[src/rtl/multicycle_ctrl_fsm_pkg.sv]
// Shared types and encodings for the multicycle MIPS-subset control FSM.
// Optional performance counters are enabled with MC_PERF_CNT_EN.
package mc_ctrl_pkg;

    typedef enum logic [3:0] {
        S_RESET   = 4'd0,
        S_FETCH   = 4'd1,
        S_DECODE  = 4'd2,
        S_MEMADR  = 4'd3,
        S_MEMRD   = 4'd4,
        S_MEMWB   = 4'd5,
        S_MEMWR   = 4'd6,
        S_EXEC    = 4'd7,
        S_ALUWB   = 4'd8,
        S_BRANCH  = 4'd9,
        S_ADDI_EX = 4'd10,
        S_ADDI_WB = 4'd11,
        S_JUMP    = 4'd12
    } state_e;

    localparam logic [5:0] OP_RTYPE = 6'b000000;
    localparam logic [5:0] OP_LW    = 6'b100011;
    localparam logic [5:0] OP_SW    = 6'b101011;
    localparam logic [5:0] OP_BEQ   = 6'b000100;
    localparam logic [5:0] OP_ADDI  = 6'b001000;
    localparam logic [5:0] OP_J     = 6'b000010;

    localparam logic [1:0] ALU_ADD   = 2'd0;
    localparam logic [1:0] ALU_SUB   = 2'd1;
    localparam logic [1:0] ALU_FUNCT = 2'd2;
    localparam logic [1:0] ALU_ADDI  = 2'd3;

    localparam logic [1:0] SRCB_B       = 2'd0;
    localparam logic [1:0] SRCB_FOUR    = 2'd1;
    localparam logic [1:0] SRCB_IMM     = 2'd2;
    localparam logic [1:0] SRCB_IMM_SH2 = 2'd3;

    localparam logic [1:0] PCSRC_ALU    = 2'd0;
    localparam logic [1:0] PCSRC_ALUOUT = 2'd1;
    localparam logic [1:0] PCSRC_JUMP   = 2'd2;

    typedef struct packed {
        logic       pc_write;
        logic       pc_write_cond;
        logic       i_or_d;
        logic       mem_read;
        logic       mem_write;
        logic       ir_write;
        logic       mem_to_reg;
        logic       reg_dst;
        logic       reg_write;
        logic       alu_src_a;
        logic [1:0] alu_src_b;
        logic [1:0] alu_op;
        logic [1:0] pc_source;
        logic       busy;
    } ctrl_t;

    // States that wait on the memory handshake.
    function automatic logic is_mem_state(state_e s);
        return (s == S_FETCH) || (s == S_MEMRD) || (s == S_MEMWR);
    endfunction

endpackage

[src/rtl/multicycle_ctrl_fsm_if.sv]
// Opcode/handshake inputs and datapath control outputs of the controller.
// Counter fields exist only when MC_PERF_CNT_EN is defined.
interface multicycle_ctrl_fsm_if;

    logic [5:0]  opcode;
    logic        mem_ready;
    logic        pc_write;
    logic        pc_write_cond;
    logic        i_or_d;
    logic        mem_read;
    logic        mem_write;
    logic        ir_write;
    logic        mem_to_reg;
    logic        reg_dst;
    logic        reg_write;
    logic        alu_src_a;
    logic [1:0]  alu_src_b;
    logic [1:0]  alu_op;
    logic [1:0]  pc_source;
    logic        illegal_op;
    logic        busy;
`ifdef MC_PERF_CNT_EN
    logic [31:0] instr_count;
    logic [31:0] stall_count;
`endif

    modport master (
        input  opcode, mem_ready,
        output pc_write, pc_write_cond, i_or_d, mem_read, mem_write, ir_write,
               mem_to_reg, reg_dst, reg_write, alu_src_a, alu_src_b, alu_op,
               pc_source, illegal_op, busy
`ifdef MC_PERF_CNT_EN
        , output instr_count, stall_count
`endif
    );

    modport slave (
        output opcode, mem_ready,
        input  pc_write, pc_write_cond, i_or_d, mem_read, mem_write, ir_write,
               mem_to_reg, reg_dst, reg_write, alu_src_a, alu_src_b, alu_op,
               pc_source, illegal_op, busy
`ifdef MC_PERF_CNT_EN
        , input instr_count, stall_count
`endif
    );

endinterface

[src/rtl/multicycle_ctrl_fsm_outdec.sv]
// Moore output decoder: state (plus mem_ready in fetch) to datapath control word.
// Unused state encodings decode to an all-zero word.
module mc_ctrl_outdec
    import mc_ctrl_pkg::*;
(
    input  state_e state_i,
    input  logic   mem_ready_i,
    output ctrl_t  ctrl_o
);

    always_comb begin
        ctrl_o = '0;
        case (state_i)
            S_RESET: ctrl_o = '0;
            S_FETCH: begin
                ctrl_o.busy      = 1'b1;
                ctrl_o.mem_read  = 1'b1;
                ctrl_o.alu_src_b = SRCB_FOUR;
                ctrl_o.alu_op    = ALU_ADD;
                ctrl_o.pc_source = PCSRC_ALU;
                // IR and PC only capture on the cycle the memory delivers.
                ctrl_o.ir_write  = mem_ready_i;
                ctrl_o.pc_write  = mem_ready_i;
            end
            S_DECODE: begin
                ctrl_o.busy      = 1'b1;
                ctrl_o.alu_src_b = SRCB_IMM_SH2;
                ctrl_o.alu_op    = ALU_ADD;
            end
            S_MEMADR: begin
                ctrl_o.busy      = 1'b1;
                ctrl_o.alu_src_a = 1'b1;
                ctrl_o.alu_src_b = SRCB_IMM;
                ctrl_o.alu_op    = ALU_ADD;
            end
            S_MEMRD: begin
                ctrl_o.busy      = 1'b1;
                ctrl_o.mem_read  = 1'b1;
                ctrl_o.i_or_d    = 1'b1;
            end
            S_MEMWB: begin
                ctrl_o.busy       = 1'b1;
                ctrl_o.reg_write  = 1'b1;
                ctrl_o.mem_to_reg = 1'b1;
            end
            S_MEMWR: begin
                ctrl_o.busy      = 1'b1;
                ctrl_o.mem_write = 1'b1;
                ctrl_o.i_or_d    = 1'b1;
            end
            S_EXEC: begin
                ctrl_o.busy      = 1'b1;
                ctrl_o.alu_src_a = 1'b1;
                ctrl_o.alu_src_b = SRCB_B;
                ctrl_o.alu_op    = ALU_FUNCT;
            end
            S_ALUWB: begin
                ctrl_o.busy      = 1'b1;
                ctrl_o.reg_write = 1'b1;
                ctrl_o.reg_dst   = 1'b1;
            end
            S_BRANCH: begin
                ctrl_o.busy          = 1'b1;
                ctrl_o.alu_src_a     = 1'b1;
                ctrl_o.alu_src_b     = SRCB_B;
                ctrl_o.alu_op        = ALU_SUB;
                ctrl_o.pc_write_cond = 1'b1;
                ctrl_o.pc_source     = PCSRC_ALUOUT;
            end
            S_ADDI_EX: begin
                ctrl_o.busy      = 1'b1;
                ctrl_o.alu_src_a = 1'b1;
                ctrl_o.alu_src_b = SRCB_IMM;
                ctrl_o.alu_op    = ALU_ADDI;
            end
            S_ADDI_WB: begin
                ctrl_o.busy      = 1'b1;
                ctrl_o.reg_write = 1'b1;
            end
            S_JUMP: begin
                ctrl_o.busy      = 1'b1;
                ctrl_o.pc_write  = 1'b1;
                ctrl_o.pc_source = PCSRC_JUMP;
            end
            default: ctrl_o = '0;
        endcase
    end

endmodule

[src/rtl/multicycle_ctrl_fsm.sv]
// Multicycle MIPS-subset controller: state register, next-state logic, reset wait.
// Define MC_PERF_CNT_EN to add instruction and memory-stall counters.
module multicycle_ctrl_fsm
    import mc_ctrl_pkg::*;
#(
    parameter int unsigned RESET_VECTOR_WAIT = 1
) (
    input  logic                 clk,
    input  logic                 rst,
    multicycle_ctrl_fsm_if.master bus
);

    localparam logic [3:0] WAIT_LAST = 4'(RESET_VECTOR_WAIT - 1);

    state_e     state_q, state_d;
    logic [3:0] wait_q, wait_d;
    logic       illegal_q, illegal_d;
    ctrl_t      ctrl;

    always_comb begin
        state_d   = state_q;
        wait_d    = wait_q;
        illegal_d = 1'b0;
        case (state_q)
            S_RESET: begin
                if (wait_q == WAIT_LAST) state_d = S_FETCH;
                else                     wait_d  = wait_q + 4'd1;
            end
            S_FETCH:  if (bus.mem_ready) state_d = S_DECODE;
            S_DECODE: begin
                case (bus.opcode)
                    OP_LW, OP_SW: state_d = S_MEMADR;
                    OP_RTYPE:     state_d = S_EXEC;
                    OP_BEQ:       state_d = S_BRANCH;
                    OP_ADDI:      state_d = S_ADDI_EX;
                    OP_J:         state_d = S_JUMP;
                    default: begin
                        state_d   = S_FETCH;
                        illegal_d = 1'b1;
                    end
                endcase
            end
            S_MEMADR:  state_d = (bus.opcode == OP_SW) ? S_MEMWR : S_MEMRD;
            S_MEMRD:   if (bus.mem_ready) state_d = S_MEMWB;
            S_MEMWB:   state_d = S_FETCH;
            S_MEMWR:   if (bus.mem_ready) state_d = S_FETCH;
            S_EXEC:    state_d = S_ALUWB;
            S_ALUWB:   state_d = S_FETCH;
            S_BRANCH:  state_d = S_FETCH;
            S_ADDI_EX: state_d = S_ADDI_WB;
            S_ADDI_WB: state_d = S_FETCH;
            S_JUMP:    state_d = S_FETCH;
            default:   state_d = S_FETCH;
        endcase
    end

    // illegal_op is registered so no output depends on opcode combinationally;
    // it pulses during the first cycle back in S_FETCH.
    always_ff @(posedge clk or posedge rst) begin
        if (rst) begin
            state_q   <= S_RESET;
            wait_q    <= '0;
            illegal_q <= 1'b0;
        end else begin
            state_q   <= state_d;
            wait_q    <= wait_d;
            illegal_q <= illegal_d;
        end
    end

    mc_ctrl_outdec u_outdec (
        .state_i     (state_q),
        .mem_ready_i (bus.mem_ready),
        .ctrl_o      (ctrl)
    );

    assign bus.pc_write      = ctrl.pc_write;
    assign bus.pc_write_cond = ctrl.pc_write_cond;
    assign bus.i_or_d        = ctrl.i_or_d;
    assign bus.mem_read      = ctrl.mem_read;
    assign bus.mem_write     = ctrl.mem_write;
    assign bus.ir_write      = ctrl.ir_write;
    assign bus.mem_to_reg    = ctrl.mem_to_reg;
    assign bus.reg_dst       = ctrl.reg_dst;
    assign bus.reg_write     = ctrl.reg_write;
    assign bus.alu_src_a     = ctrl.alu_src_a;
    assign bus.alu_src_b     = ctrl.alu_src_b;
    assign bus.alu_op        = ctrl.alu_op;
    assign bus.pc_source     = ctrl.pc_source;
    assign bus.busy          = ctrl.busy;
    assign bus.illegal_op    = illegal_q;

`ifdef MC_PERF_CNT_EN
    logic [31:0] instr_count_q, instr_count_d;
    logic [31:0] stall_count_q, stall_count_d;
    logic        instr_done;
    logic        mem_stall;

    // Illegal-op returns come from S_DECODE and so never count as completions.
    always_comb begin
        instr_done = (state_q == S_MEMWB) || (state_q == S_ALUWB) ||
                     (state_q == S_BRANCH) || (state_q == S_ADDI_WB) ||
                     (state_q == S_JUMP) ||
                     ((state_q == S_MEMWR) && bus.mem_ready);
        mem_stall     = is_mem_state(state_q) && !bus.mem_ready;
        instr_count_d = instr_count_q + {31'd0, instr_done};
        stall_count_d = stall_count_q + {31'd0, mem_stall};
    end

    always_ff @(posedge clk or posedge rst) begin
        if (rst) begin
            instr_count_q <= '0;
            stall_count_q <= '0;
        end else begin
            instr_count_q <= instr_count_d;
            stall_count_q <= stall_count_d;
        end
    end

    assign bus.instr_count = instr_count_q;
    assign bus.stall_count = stall_count_q;
`endif

endmodule

[src/flat_wrapper.sv]
// flat-port wrapper written by rule: the top's interface ports become plain ports
module multicycle_ctrl_fsm_flat import mc_ctrl_pkg::*;
#(
    parameter int unsigned RESET_VECTOR_WAIT = 1
)
  (clk, rst, bus_opcode, bus_mem_ready, bus_pc_write, bus_pc_write_cond, bus_i_or_d, bus_mem_read, bus_mem_write, bus_ir_write, bus_mem_to_reg, bus_reg_dst, bus_reg_write, bus_alu_src_a, bus_alu_src_b, bus_alu_op, bus_pc_source, bus_illegal_op, bus_busy);
  multicycle_ctrl_fsm_if bus_i ();
  input  logic clk;
  input  logic rst;
  input wire logic [$bits(bus_i.opcode)-1:0] bus_opcode;
  input wire logic [$bits(bus_i.mem_ready)-1:0] bus_mem_ready;
  output wire logic [$bits(bus_i.pc_write)-1:0] bus_pc_write;
  output wire logic [$bits(bus_i.pc_write_cond)-1:0] bus_pc_write_cond;
  output wire logic [$bits(bus_i.i_or_d)-1:0] bus_i_or_d;
  output wire logic [$bits(bus_i.mem_read)-1:0] bus_mem_read;
  output wire logic [$bits(bus_i.mem_write)-1:0] bus_mem_write;
  output wire logic [$bits(bus_i.ir_write)-1:0] bus_ir_write;
  output wire logic [$bits(bus_i.mem_to_reg)-1:0] bus_mem_to_reg;
  output wire logic [$bits(bus_i.reg_dst)-1:0] bus_reg_dst;
  output wire logic [$bits(bus_i.reg_write)-1:0] bus_reg_write;
  output wire logic [$bits(bus_i.alu_src_a)-1:0] bus_alu_src_a;
  output wire logic [$bits(bus_i.alu_src_b)-1:0] bus_alu_src_b;
  output wire logic [$bits(bus_i.alu_op)-1:0] bus_alu_op;
  output wire logic [$bits(bus_i.pc_source)-1:0] bus_pc_source;
  output wire logic [$bits(bus_i.illegal_op)-1:0] bus_illegal_op;
  output wire logic [$bits(bus_i.busy)-1:0] bus_busy;
  assign bus_i.opcode = bus_opcode;
  assign bus_i.mem_ready = bus_mem_ready;
  assign bus_pc_write = bus_i.pc_write;
  assign bus_pc_write_cond = bus_i.pc_write_cond;
  assign bus_i_or_d = bus_i.i_or_d;
  assign bus_mem_read = bus_i.mem_read;
  assign bus_mem_write = bus_i.mem_write;
  assign bus_ir_write = bus_i.ir_write;
  assign bus_mem_to_reg = bus_i.mem_to_reg;
  assign bus_reg_dst = bus_i.reg_dst;
  assign bus_reg_write = bus_i.reg_write;
  assign bus_alu_src_a = bus_i.alu_src_a;
  assign bus_alu_src_b = bus_i.alu_src_b;
  assign bus_alu_op = bus_i.alu_op;
  assign bus_pc_source = bus_i.pc_source;
  assign bus_illegal_op = bus_i.illegal_op;
  assign bus_busy = bus_i.busy;
  multicycle_ctrl_fsm #(.RESET_VECTOR_WAIT(RESET_VECTOR_WAIT)) u_core (.clk(clk), .rst(rst), .bus(bus_i));
endmodule
[config.mk]
export PLATFORM = sky130hd
export DESIGN_NAME = multicycle_ctrl_fsm_flat
export DESIGN_NICKNAME = d
export VERILOG_FILES = /design/src/rtl/multicycle_ctrl_fsm_pkg.sv /design/src/rtl/multicycle_ctrl_fsm_if.sv /design/src/rtl/multicycle_ctrl_fsm_outdec.sv /design/src/rtl/multicycle_ctrl_fsm.sv /design/src/flat_wrapper.sv
export SDC_FILE = /design/constraint.sdc
export NUM_CORES = 1
export LEC_CHECK = 0
export BUFFER_PORTS_ARGS = -buffer_cell sky130_fd_sc_hd__buf_2
export CORE_ASPECT_RATIO = 0.8
export CORE_MARGIN = 1.5
export CORE_UTILIZATION = 30
export CTS_CLUSTER_SIZE = 25
export DETAILED_ROUTE_END_ITERATION = 16
export HOLD_SLACK_MARGIN = 0.08
export SYNTH_ARGS = -nofsm -noshare
export SYNTH_HDL_FRONTEND = slang
export SYNTH_SLANG_ARGS = --single-unit
[constraint.sdc]
create_clock -name clk -period 1.3 [get_ports clk]
set_input_delay 0.195 -clock clk [delete_from_list [all_inputs] [get_ports clk]]
set_output_delay 0.195 -clock clk [all_outputs]
set_load 0.05 [all_outputs]
==> impl_metrics.ini, run 1 <==
[sta]
max_freq_mhz = 559
fin_tns_setup_ns = -7.99
tightestPinTransition_ns = 0.359
relSlewSlack_pct = 76.1
setup_ws_ns = -0.488
skew_ns = 0.00813
finalSetupViolCount = 25
rsz0062_at_grt = yes
fin_crit_ns = 1.79
finalMaxSlewViolations = 0
timing.final.crit_share_pct = 138
finalHoldViolCount = 0

[yosys]
synth_top_cell_by_area = dfrtp_1
synthTopCellsByArea = dfrtp_1, nor3_1, nor2_1
syn-cell-area_um2 = 785
synth_fp_nets = 110
synth.top_cell.area_share_pct = 28.7
synthTopCellsByCount = nor2_1, dfrtp_1, nor3_1, inv_1
yosysUniqueCellTypes = 38
async_reset_ff_share_pct = 100
synth_edf_count = 0
synth_flop_cell = dfrtp_1
syn_avg_cell_area_um2 = 7.92
syn_inst = 99
ys_seq_area_share_pct = 28.7
ys.warnings.count = 0
synth.most_common_cell = nor2_1
yosys_register_bits = 9

[clock_network]
h-tree-depth = 1
cts_buffers = 3
clkLatencyLatePin_ns = 0.28
ctsRootBufferMaster = clkbuf_4
cts_tree = yes
clkTransAtPathRegs_ns = 0.08
cts_sinks = 9
cts_max_path_buffers = 2

[drt]
firstDrtPassIters = 4
viasPerCell = 5.12
wirelength_um = 3120
num_vias = 1044
antenna_left = 0
drtIter0Drc = 35
wl_per_cell_um = 15.3
drc = 0

[floorplan]
ios = 27
dieArea_um2 = 2930
die_y_um = 48.7
coreArea_um2 = 2460
die_x_um = 60.2
num_rows = 16
start_util_pct = 31.9

[worst_setup_path]
critical-path-max-stage-delay_ns = 0.56
crit_fanout = 3
crit_path_top_delay_cell = or4_4
startpoint_type = register
worst-endpoint-required_ns = 1.11
crit_type = reg -> out
worstPathCellList = or4_4 > clkinvlp_4 > or2_4 > buf_8
cp.arrival_ns = 1.59
end_kind = output pin

[power_and_ir_drop]
total_power_uw = 3820
ir_drop_mv = 1.17
powerDensity_nw_per_um2 = 2200
p_leak_uw = 0.000768

[final_layout]
layout.cells.non_filler = 204
antennaDiodeCount = 0
finalNetCount = 180
design_area_um2 = 1740
drive_above_1_share_pct = 67.9
area_delta_synth_final_pct = 121
fin_util_pct = 70.5

[placement]
hpwl_um = 1790
place_inst = 186
gp_congestion = 0.819
placed_area_um2 = 1280
io_buffers = 26

[worst_hold_path]
worstHoldPathType = in -> reg

[global_route]
grt_antenna_before_repair = 0
overflow = 0
grt_max_degree = 10
grt_pass1_vias = 1032
grt_first_pass_wirelength_um = 5100
grt_usage_pct = 23.2

[outcome]
status = complete, but fails checks
violations = setup timing

[flow_run]
max_cap_violations = 0
==> sequential cells by signal (all words and copies together), names as in the netlist <==
| register | cells |
|---|---|
| u_core.state_q | 4 |
| u_core.bus.illegal_op | 1 |
| u_core.wait_q | 4 |
==> report_power, final <==
part           internal, µW  switching (µW)
Sequential              336            52.1
Combinational          1480            1710
Clock                   119             128
==> area by class of cell <==
cell class	count	area, µm²
fillers	184	726
multi-input cells	75	707
repair buffers	73	694
flip-flops and latches	9	226
well taps	36	45.0
inverters	7	37.5
clock buffers	4	26.3
==> cell usage in the layout, fill, tap and decap left out, drive strengths merged, types with 4 or more instances in the layout <==
cell type / count
buf: 72
nor2: 10
dfrtp: 9
nor3: 8
inv: 6
nand2: 6
a21oi: 6
xnor2: 4
clkbuf: 4
o21ai: 4
==> routing by layer <==
layer / wire length (µm) / GRT usage, %
met5: 0 / 0
met2: 1610 / 37.5
met4: 81 / 10.0
met1: 1300 / 31.1
met3: 129 / 1.87
==> cells by family after synthesis <==
group	Yosys count	synth area share (%)
simple gates	44	30.1
flops	9	28.7
mux	3	3.99
xor+xnor	5	5.58
fa+ha+maj	2	3.19
compound gates	21	19.1
buf+inv	15	9.25
==> stage by stage <==
step	hold WS (ns)	setup WS (ns)
after global placement	0.165	-0.252
after floorplan	0.0229	-0.448
after CTS	0.308	-0.468
final	0.315	-0.488
after global routing	0.327	-0.520
after detailed placement	0.174	-0.276
==> worst max-delay path, delay by kind of cell, from the launching register on <==
family,cells,cell delay [ns]
simple gates,2,0.67
flops,1,0.41
buf+inv,2,0.23
==> path summary, 6_finish.rpt <==
path / startpoint / end / slack (ns) / cells after the start
worst min register to register: u_core.wait_q[3] / u_core.wait_q[3] / 0.55 / 1
worst max-delay path: u_core.state_q[2] / bus_pc_write / -0.49 / 4
worst min-delay path: bus_opcode[3] / u_core.state_q[2] / 0.31 / 4
worst max register to register: u_core.state_q[3] / u_core.state_q[1] / -0.43 / 6
max in group asynchronous: rst / u_core.state_q[0] / 0.61 / 3
min in group asynchronous: rst / u_core.bus.illegal_op / 0.41 / 3
==> repair_timing <==
item	4_1_cts	5_1_grt
gates resized for setup	73	18
endpoints found under the setup margin	24	26
pin swaps	11	11
hold buffers	1	0
setup buffers	12	3
hold endpoints to repair	9	0
(Power assumes the default switching activity.)
==> inputs of run 2 (changes only) <==
--- a/config.mk
+++ b/config.mk
@@ -8,2 +8,3 @@
 export BUFFER_PORTS_ARGS = -buffer_cell sky130_fd_sc_hd__buf_2
+export CAP_MARGIN = 25
 export CORE_ASPECT_RATIO = 0.8
@@ -14,2 +15,3 @@
 export HOLD_SLACK_MARGIN = 0.08
+export PLACE_DENSITY_LB_ADDON = 0.2
 export SYNTH_ARGS = -nofsm -noshare
--- a/constraint.sdc
+++ b/constraint.sdc
@@ -3,2 +3,2 @@
 set_output_delay 0.195 -clock clk [all_outputs]
-set_load 0.05 [all_outputs]
+set_load 0.01 [all_outputs]
==> impl_metrics.ini, run 2 (same netlist as run 1, synthesis figures left out) <==
[global_route]
grt_max_degree = 14
grt_first_pass_wirelength_um = 3970
grt_pass1_vias = 895
overflow = 0
grt_antenna_before_repair = 0
grt_usage_pct = 17.6

[worst_setup_path]
worstPathCellList = or4_4 > inv_4 > or2_4 > buf_6
worst-endpoint-required_ns = 1.11
startpoint_type = register
critical-path-max-stage-delay_ns = 0.57
crit_fanout = 5
crit_path_top_delay_cell = or4_4
end_kind = output pin
crit_type = reg -> out
cp.arrival_ns = 1.51

[drt]
wl_per_cell_um = 12.0
drtIter0Drc = 12
wirelength_um = 2380
antenna_left = 0
firstDrtPassIters = 4
drc = 0
num_vias = 936
viasPerCell = 4.73

[final_layout]
drive_above_1_share_pct = 59.3
final_common_cell = buf_4
layout_common_cells = buf_4, buf_2, buf_6
finalNetCount = 174
fin_util_pct = 58.2
antennaDiodeCount = 0
area_delta_synth_final_pct = 82.6
layout.cells.non_filler = 198

[clock_network]
cts_buffers = 3
cts_tree = yes
ctsRootBufferMaster = clkbuf_4
cts_sinks = 9
h-tree-depth = 1
clkTransAtPathRegs_ns = 0.06
clkLatencyLatePin_ns = 0.25
cts_max_path_buffers = 2

[floorplan]
ios = 27
coreArea_um2 = 2460
start_util_pct = 31.9
die_y_um = 48.7
dieArea_um2 = 2930
die_x_um = 60.2
num_rows = 16

[power_and_ir_drop]
powerDensity_nw_per_um2 = 1700
p_leak_uw = 0.000690
total_power_uw = 2440
ir_drop_mv = 0.495

[placement]
dpl_worst_slack_ns = -0.170
hpwl_um = 1670
gp_congestion = 0.777
io_buffers = 26
place_inst = 181

[sta]
skew_ns = 0.000731
timing.final.crit_share_pct = 131
tightestPinTransition_ns = 0.342
finalSetupViolCount = 25
relSlewSlack_pct = 77.2
whs_ns = 0.302
fin_crit_ns = 1.70
rsz0062_at_grt = yes
finalHoldViolCount = 0
setup_ws_ns = -0.404
max_freq_mhz = 587
finalMaxSlewViolations = 0

[flow_run]
max_cap_violations = 0

[outcome]
violations = setup timing
status = complete, but fails checks

[worst_hold_path]
worstHoldPathType = in -> reg
==> run 2: cell count changes in the layout (fill, tap and decap cells not counted), moves of 2 or more <==
| cell | delta |
|---|---|
| buf_2 | +14 |
| buf_4 | +3 |
| buf_6 | -16 |
| buf_8 | -6 |
| inv_4 | +2 |
| nand2_1 | +2 |
| nand2_2 | -2 |
| nor2_1 | +4 |
| nor2_4 | -3 |
| nor3_2 | +2 |
| nor3_4 | -3 |
==> run 2: through the flow <==
step	area, µm²	setup TNS (ns)
4_1_cts	1370	-5.91
6_report	1430	-5.92
2_1_floorplan	815	-0.525
3_3_place_gp	1150	-1.07
3_5_place_dp	1150	-1.23
5_1_grt	1430	-7.62
==> run 2: repair_timing <==
action                     4_1_cts  5_1_grt
hold buffers                     1        0
pin swaps                        2        3
cloned                           1        0
setup endpoints to repair       24       26
gates resized for setup         25       15
buffers inserted                10        2
hold endpoints to repair         9        0
==> run 2: final cells by class <==
class                      instances  area, µm²
fill                             245       1030
inverter                           7       31.3
sequential                         9        228
clock buffer                       4       26.3
tap                               36       45.0
multi-input combinational         75        606
timing repair buffer              67        497
==> run 2: critical path: cells and delay by family, from the launching register on <==
kind / cells / cell delay (ns)
DFF: 1 / 0.42
and+or+nand+nor: 2 / 0.67
buffers and inverters: 2 / 0.16
==> run 2: path summary, 6_finish.rpt <==
path / to / cells after the start / slack (ns) / startpoint
worst max-delay path: bus_pc_write / 4 / -0.40 / u_core.state_q[2]
worst min-delay path: u_core.state_q[1] / 3 / 0.30 / bus_opcode[3]
worst max register to register: u_core.state_q[1] / 5 / -0.29 / u_core.state_q[2]
worst min register to register: u_core.wait_q[3] / 1 / 0.52 / u_core.wait_q[3]
max in group asynchronous: u_core.state_q[3] / 3 / 0.59 / rst
min in group asynchronous: u_core.bus.illegal_op / 3 / 0.43 / rst
==> run 2: power by group <==
part,switching [µW],internal [µW]
combinational,864,962
sequential,64.4,337
clock,92.3,118
total,1020,1420
==> run 2: layer usage <==
metal / global-route usage (%) / up-vias / wire (µm)
met4: 5.56 / 0 / 10
li1: - / 475 / -
met3: 1.60 / 2 / 62
met1: 23.3 / 439 / 1110
met5: 0 / - / 0
met2: 29.5 / 20 / 1200
==> inputs of run 3 (changes only) <==
- PLACE_DENSITY_LB_ADDON: 0.2 -> default
==> impl_metrics.ini, run 3 (same netlist as run 1, synthesis figures left out) <==
[drt]
wirelength_um = 2990
viasPerCell = 4.94
num_vias = 1007
drc = 0
wl_per_cell_um = 14.7
antenna_left = 0
firstDrtPassIters = 4
drtIter0Drc = 44

[outcome]
violations = setup timing
status = complete, but fails checks

[clock_network]
cts_tree = yes
clkTransAtPathRegs_ns = 0.06
h-tree-depth = 1
ctsRootBufferMaster = clkbuf_4
cts_max_path_buffers = 2
cts_buffers = 3
clkLatencyLatePin_ns = 0.26
cts_sinks = 9

[final_layout]
finalNetCount = 180
final_common_cell = buf_4
antennaDiodeCount = 0
area_delta_synth_final_pct = 102
layout.cells.non_filler = 204
fin_util_pct = 64.5
layout_common_cells = buf_4, buf_2, buf_6
fillers = 201
drive_above_1_share_pct = 64.3

[floorplan]
coreArea_um2 = 2460
num_rows = 16
ios = 27
start_util_pct = 31.9
dieArea_um2 = 2930
die_x_um = 60.2
die_y_um = 48.7

[sta]
skew_ns = 0.000478
rsz0062_at_grt = yes
relSlewSlack_pct = 75.9
setup_ws_ns = -0.427
fin_crit_ns = 1.73
max_freq_mhz = 579
finalHoldViolCount = 0
tightestPinTransition_ns = 0.359
whs_ns = 0.350
timing.final.crit_share_pct = 133
finalMaxSlewViolations = 0
finalSetupViolCount = 25

[worst_setup_path]
crit_path_top_delay_cell = or4_4
worst-endpoint-required_ns = 1.11
startpoint_type = register
cp.arrival_ns = 1.53
end_kind = output pin
critical-path-max-stage-delay_ns = 0.56
worstPathCellList = or4_4 > inv_4 > or2_4 > buf_6
crit_type = reg -> out
crit_fanout = 4

[power_and_ir_drop]
powerDensity_nw_per_um2 = 1810
ir_drop_mv = 0.529
p_leak_uw = 0.000761

[global_route]
grt_pass1_vias = 969
overflow = 0
grt_first_pass_wirelength_um = 4590
grt_max_degree = 10
grt_antenna_before_repair = 0
grt_usage_pct = 20.8

[placement]
dpl_worst_slack_ns = -0.176
io_buffers = 26
gp_congestion = 0.765
hpwl_um = 1680
place_inst = 179

[flow_run]
max_cap_violations = 0

[worst_hold_path]
worstHoldPathType = in -> reg
==> run 3: cell count changes in the layout (fill, tap and decap cells not counted), sizes merged <==
cell,change
buf,+6
==> run 3: area by class of cell <==
class                           instances  area (µm²)  share of cell area, %
Inverter                                7        31.3                   1.97
Sequential cell                         9         226                   14.3
Tap cell                               36        45.0                   2.84
Multi-Input combinational cell         75         663                   41.8
Clock buffer                            4        26.3                   1.65
Timing Repair Buffer                   73         596                   37.5
==> run 3: stage by stage <==
stage / instance area (µm²) / total power [µW] / TNS [ns]
floorplan: 815 / 1190 / -0.525
global placement: 1130 / 1660 / -1.27
detailed placement: 1130 / 1680 / -1.74
CTS: 1470 / 2510 / -5.91
global route: 1590 / 3020 / -7.93
finish: 1590 / 2870 / -6.76
==> run 3: metal layers <==
metal,vias to the layer above,GRT usage (%),share of wire (%)
met5,-,0,0
met4,0,7.41,2.6
met3,8,2.67,3.0
met2,30,37.1,54
met1,480,24.7,41
li1,489,-,-
==> run 3: repair_timing <==
item                                    4_1_cts  5_1_grt
endpoints found under the setup margin       25       25
endpoints found under the hold margin         9        0
setup buffers                                21        4
pin swaps                                    12        5
gates cloned                                  1        0
hold buffers                                  1        0
resized for setup                            39       22
==> run 3: where the power goes <==
group / internal, µW / switching, µW
logic: 1220 / 1030
clock network: 118 / 98.7
registers: 336 / 69.9
total: 1670 / 1200
==> run 3: worst paths after layout <==
check,startpoint,to,slack (ns),cells past startpoint
max,u_core.state_q[3],bus_pc_write,-0.43,4
min,bus_opcode[4],u_core.bus.illegal_op,0.35,4
max reg2reg,u_core.state_q[3],u_core.state_q[1],-0.37,5
min reg2reg,u_core.wait_q[3],u_core.wait_q[3],0.53,1
max in group asynchronous,rst,u_core.state_q[0],0.61,3
min in group asynchronous,rst,u_core.wait_q[0],0.42,3
==> run 3: critical path: cells and delay by family, from the launching register on <==
family / cells / cell delay [ns]
buf+inv: 2 / 0.16
simple gates: 2 / 0.67
flops: 1 / 0.44
